## config.mk

```make
export PLATFORM = sky130hd
export DESIGN_NAME = pc_fetch
export DESIGN_NICKNAME = d
export VERILOG_FILES = /design/src/rtl/pc_fetch_pkg.sv /design/src/rtl/pc_fetch_retire_counter.sv /design/src/rtl/pc_fetch.sv
export SDC_FILE = /design/constraint.sdc
export NUM_CORES = 1
export LEC_CHECK = 0
export CAP_MARGIN = 25
export CORE_MARGIN = 5
export CORE_UTILIZATION = 35
export CTS_CLUSTER_DIAMETER = 100
export DETAILED_ROUTE_END_ITERATION = 16
export DONT_BUFFER_PORTS = 1
export GPL_ROUTABILITY_DRIVEN = 0
export PLACE_DENSITY = 0.48
export SETUP_SLACK_MARGIN = 0.2
export SYNTH_ARGS = -nofsm -noshare
export SYNTH_HDL_FRONTEND = slang
export SYNTH_SLANG_ARGS = --single-unit
```

## constraint.sdc

```tcl
create_clock -name clk -period 2.15 [get_ports clk]
set_input_delay 0.3225 -clock clk [delete_from_list [all_inputs] [get_ports clk]]
set_output_delay 0.3225 -clock clk [all_outputs]
set_load 0.005 [all_outputs]
```

## src/rtl/pc_fetch_pkg.sv

```systemverilog
// pc_fetch_pkg: shared fetch-stage types, constants and alignment helper
package pc_fetch_pkg;
  typedef enum logic [1:0] {
    REQ   = 2'd0,
    WAIT  = 2'd1,
    VALID = 2'd2,
    FAULT = 2'd3
  } fetch_state_e;
  localparam logic [31:0] RESET_PC_DEFAULT = 32'h0000_0000;
  localparam logic [1:0]  WORD_ALIGN_MASK  = 2'b11;
  function automatic logic is_aligned(input logic [31:0] a);
    return (a[1:0] & WORD_ALIGN_MASK) == 2'b00;
  endfunction
endpackage

```

## src/rtl/pc_fetch_retire_counter.sv

```systemverilog
// retire_counter: 32-bit wrapping counter with synchronous reset and enable
module retire_counter (
  input  logic        clk,
  input  logic        rst,
  input  logic        en,
  output logic [31:0] count
);
  always_ff @(posedge clk) begin
    if (rst) count <= '0;
    else if (en) count <= count + 32'd1;
  end
endmodule

```

## src/rtl/pc_fetch.sv

```systemverilog
// pc_fetch: PC register and single-outstanding instruction fetch controller
module pc_fetch
  import pc_fetch_pkg::*;
#(
  parameter logic [31:0] RESET_PC = RESET_PC_DEFAULT
) (
  input  logic        clk,
  input  logic        rst,
  input  logic [31:0] next_pc,
  output logic [31:0] cur_pc,
  output logic        imem_req,
  output logic [31:0] imem_addr,
  input  logic        imem_gnt,
  input  logic        imem_rvalid,
  input  logic [31:0] imem_rdata,
  output logic        if_valid,
  output logic [31:0] if_instr,
  output logic [31:0] if_pc,
  input  logic        if_ready,
  output logic        fault,
  output logic [31:0] retired
);
  fetch_state_e state, state_n;
  logic [31:0] pc, instr;
  logic accept, capture, aligned;
  always_comb begin
    aligned = is_aligned(next_pc);
    accept  = (state == VALID) && if_ready;
    capture = ((state == REQ) && imem_gnt && imem_rvalid) || ((state == WAIT) && imem_rvalid);
    state_n = (state == REQ)   ? (imem_gnt ? (imem_rvalid ? VALID : WAIT) : REQ) :
              (state == WAIT)  ? (imem_rvalid ? VALID : WAIT) :
              (state == VALID) ? (if_ready ? (aligned ? REQ : FAULT) : VALID) :
                                 FAULT;
  end
  always_ff @(posedge clk) begin
    if (rst) begin
      state <= REQ;
      pc    <= RESET_PC;
      instr <= '0;
    end else begin
      state <= state_n;
      if (capture) instr <= imem_rdata;
      if (accept && aligned) pc <= next_pc;
    end
  end
  // Request is gated by rst so nothing is issued while reset is held
  assign imem_req  = (state == REQ) && !rst;
  assign imem_addr = pc;
  assign cur_pc    = pc;
  assign if_pc     = pc;
  assign if_instr  = instr;
  assign if_valid  = (state == VALID);
  assign fault     = (state == FAULT);
  retire_counter u_ret (
    .clk   (clk),
    .rst   (rst),
    .en    (accept),
    .count (retired)
  );
endmodule

```

After elaboration in Yosys (flattened, before gate mapping)
Cells that the tools add are included.
- $add $sub $neg: 1
- reduce and logical (&&, ||, !) cells: 10
- muxes and demuxes: 7
- equal/unequal tests: 3
- operators by type and width (cell ; count):
    $add A32 B1 Y32 const B ; 1
    $mux W2 ; 7
    $logic_and A1 B1 Y1 ; 6
    $eq A2 B2 Y1 const B ; 2
    $logic_not A2 Y1 ; 2
    $eq A2 B1 Y1 const B ; 1
    $logic_not A1 Y1 ; 1
    $logic_or A1 B1 Y1 ; 1
- bits of input ports: 69
- word-level logic and storage cells: 25
- output and inout port bits: 163
- register bits: 98

Longest topological paths before layout
- word-level depth: 6
- gate-level depth with buffers: 7
- gate-level depth less buffers: 5

Cells and area by module
A second synthesis with hierarchy kept.
- cell total of the unflattened synthesis: 544
- area, all modules: 4792.1 sq um
- modules (own cells, without submodules) (module ; area each (sq um) ; sequential area each (sq um) ; times used ; cells each):
    pc_fetch ; 3228.1 ; 1321.3 ; 1 ; 363
    retire_counter ; 1564.0 ; 640.6 ; 1 ; 181

Worst setup path before layout
Ideal clock, no wire load.
- path kind: reg-to-reg
- start: register u_ret.count[0]
- end: register u_ret.count[28]
- buffers on the path: 1
- setup time: 121 ps
- arrival time: 1588 ps
- data required time: 2029 ps
- period minus slack after synthesis: 1709 ps
- slack: 441 ps
- stages on the path, launching flop included: 7
- path through: dfxtp_1 > ha_1 > and2_1 > buf_2 > nand4_1 > nor4_1 > mux2_2
- longest elaborated chain between the ends: 1
- RTL lines (element ; RTL line ; source):
    start, declared ; pc_fetch_retire_counter.sv:6 ; output logic [31:0] count
    start signal, assigned ; pc_fetch_retire_counter.sv:10 ; else if (en) count <= count + 32'd1;
    $add A32 B1 Y32 ; pc_fetch_retire_counter.sv:10 ;
No other way between the ends.
A chain may end at the register's enable or synchronous reset.

Final worst setup path
- start: register u_ret.count[4]
- end: register u_ret.count[22]
Same word-level chain as after synthesis.

==> summary.txt <==
Vias - 3,250
Distinct cells, synth - 37
Layout area overhead - 0.8285%
multi-input logic area - 0.001809 sq mm
IO Port Bufs - 0
final instance area - 0.004415 sq mm
Int Power - 0.002934 W
Avg WL per Cell - 16.69 microns
sw frac - 21.28%
drt first pass iters - 4
CTS tree - built
Starting Density - 36.01%
HPWL after DPL - 7952 microns
Lkg Pwr - 1.469 nW
syn avg cell area - 8.050 sq um
Final setup viols - 0
vias per cell - 5.023
clock sinks - 98
Syn Nets - 614
Die Footprint - 0.01485 sq mm
Total Power - 0.003727 W
Slew @ Worst Pin - 0.5908 ns
max-cap viol count - 0
share of power burned in combinational logic - 3.4%
Yosys top cell area share - 44.80%
clock skew - 0.007354 ns
yosys warns - 0
status - complete, no violations
number of nets in the layout - 544
Clk pwr share - 45.5%
Switch Pwr - 0.0007933 W
Worst Setup Start Kind - flip-flop
clk root buf - clkbuf_16
sequential power share - 51.2%
cell area after placement - 0.004084 sq mm
WHS - 0.07334 ns
Antenna Nets Post-Route - 0
maximum root-to-sink buffer count - 2
Seq/Total Area, Yosys - 44.80%
top post-synthesis cells by area - dfxtp_1 (45%), nand2_1 (12%), buf_4 (11%), a21oi_1 (9.3%), clkbuf_1 (2.0%)
TritonCTS buffer count - 9
grt total ovfl - 0
HP Class - in2reg
Cell Pwr Density - 844.1 mW/mm^2
Peak VDD IR - 0.3983 mV
Worst-Skew Late Latency - 0.34 ns
WS Path Type - reg2reg
die width - 121.9 microns
CTS clk-pin slew, worst paths - 0.07 ns
count of state elements after synthesis - 98
largest net degree at the start of global routing - 105
H-tree lvl count - 3
Core ar. - 0.01216 sq mm
Async SR Flop Fraction - 0%
initial antenna violation count - 0
vias in the first global route - 3,066
cells after synthesis - 544
DRT Wirelength - 10,800 microns
share of cells above drive strength 1 - 9.186%
Main synth FF type - dfxtp_1
Starting DRT DRC Count - 203
hold_buf cts - 0
post-synth top area cell - dfxtp_1
top post-synthesis cells by count - nand2_1 (137), dfxtp_1 (98), a21oi_1 (81)
Post-synth EDFFs - 0
largest fanout on the critical path - 8
# fillers - 1,295
drt drc - 0
synthesized area - 0.004379 sq mm
fin crit period - 1.831 ns
FMAX - 546.2 MHz
crit share post-route - 85.15%
top-count cell post-synth - nand2_1
Finished Core Util - 36.31%
Max-slew headroom - 60.61%
first-pass GRT wire length - 16,410 microns
Arr. time, crit path - 2.11 ns
endpoints failing hold - 0
n_diodes - 0
R2R setup slack - 0.32 ns
Total Routing Usage GR - 14.08%
WP data required - 2.43 ns
Die Ht - 121.9 microns
setup TNS - 0 ns
Setup crit end kind - flip-flop
register area - 0.001963 sq mm
IO Count - 232
fin. max-slew vios - 0
Rows - 40
unrepaired setup endpoints after global routing - false
area by class of cell:
class | count | share of cell area [%]
well taps | 168 | 4.761
clock buffers | 12 | 5.356
multi-input cells | 348 | 40.97
inverters | 2 | 0.1700
clock inverters | 4 | 1.729
flip-flops and latches | 98 | 44.46
repair buffers | 15 | 2.550
sequential cells by signal (all words and copies together), names as in the netlist:
name         flops
if_instr        32
state            2
u_ret.count     32
cur_pc          32
power by group through the flow:
| stage | Combinational (W) | Sequential (W) | Clock (W) |
|---|---|---|---|
| 6_report | 0.000125 | 0.00191 | 0.00170 |
| 5_1_grt | 0.000147 | 0.00191 | 0.00184 |
| 4_1_cts | 0.000129 | 0.00191 | 0.00176 |
| 3_5_place_dp | 0.000129 | 0.00195 | 0 |
| 3_3_place_gp | 0.000124 | 0.00195 | 0 |
| 2_1_floorplan | 0.000142 | 0.00193 | 0 |
worst max-delay path, cell delays in order (launching register included):
cell and delay (ns):
dfxtp_1 0.49, and3_1 0.42, nand3_2 0.21, or4_1 0.50
a21oi_1 0.14
stage by stage:
| stage | std cells | setup WS (ns) |
|---|---|---|
| global route | 647 | 0.2278 |
| CTS | 647 | 0.2171 |
| detailed placement | 631 | 0.2397 |
| finish | 647 | 0.3193 |
| floorplan | 544 | 0.4412 |
| global placement | 631 | 0.2889 |
layout by cell type (no fill, tap or decap), types with 9 or more instances in the layout:
cell       netlist  layout
a21oi_1         81      81
buf_4           65      15
clkbuf_16        0       9
dfxtp_1         98      97
nand2_1        137     137
nand3_1          9       9
nand4_1         11      11
nor2_1          19      18
o21ai_0          9       9
o31ai_1          9       9
or4_1           10      10
per-layer routing:
metal | vias to the layer above | track usage, % | part of all wire, %
li1 | 1630 | - | -
met1 | 1457 | 15.76 | 39
met2 | 151 | 23.41 | 49
met3 | 12 | 5.339 | 9.3
met4 | 0 | 7.073 | 2.0
met5 | - | 0 | 0
cells by family (layout without fill, tap and decap cells):
| logic type | after synthesis | in the layout | share of synthesized area, % |
|---|---|---|---|
| AOI/OAI and AO/OA | 100 | 100 | 12.00 |
| muxes | 6 | 6 | 1.514 |
| and+or+nand+nor | 232 | 232 | 25.26 |
| adders and majority gates | 1 | 1 | 0.2857 |
| DFF | 98 | 98 | 44.80 |
| buffers and inverters | 98 | 33 | 14.34 |
| xor gates and xnor gates | 9 | 9 | 1.800 |
what timing repair did:
action	in CTS	in global routing
gates resized for setup	0	6
endpoints found under the setup margin	0	8
buffers inserted	0	0
path summary, 6_finish.rpt:
path | from | cells past startpoint | endpoint
worst max register to register | u_ret.count[4]$_SDFFE_PP0P_ | 4 | u_ret.count[22]$_SDFFE_PP0P_
worst min-delay path | rst | 1 | u_ret.count[17]$_SDFFE_PP0P_
worst min register to register | if_instr[11]$_SDFFE_PP0P_ | 2 | if_instr[11]$_SDFFE_PP0P_
worst max-delay path | u_ret.count[4]$_SDFFE_PP0P_ | 4 | u_ret.count[22]$_SDFFE_PP0P_
(Power assumes the default switching activity.)
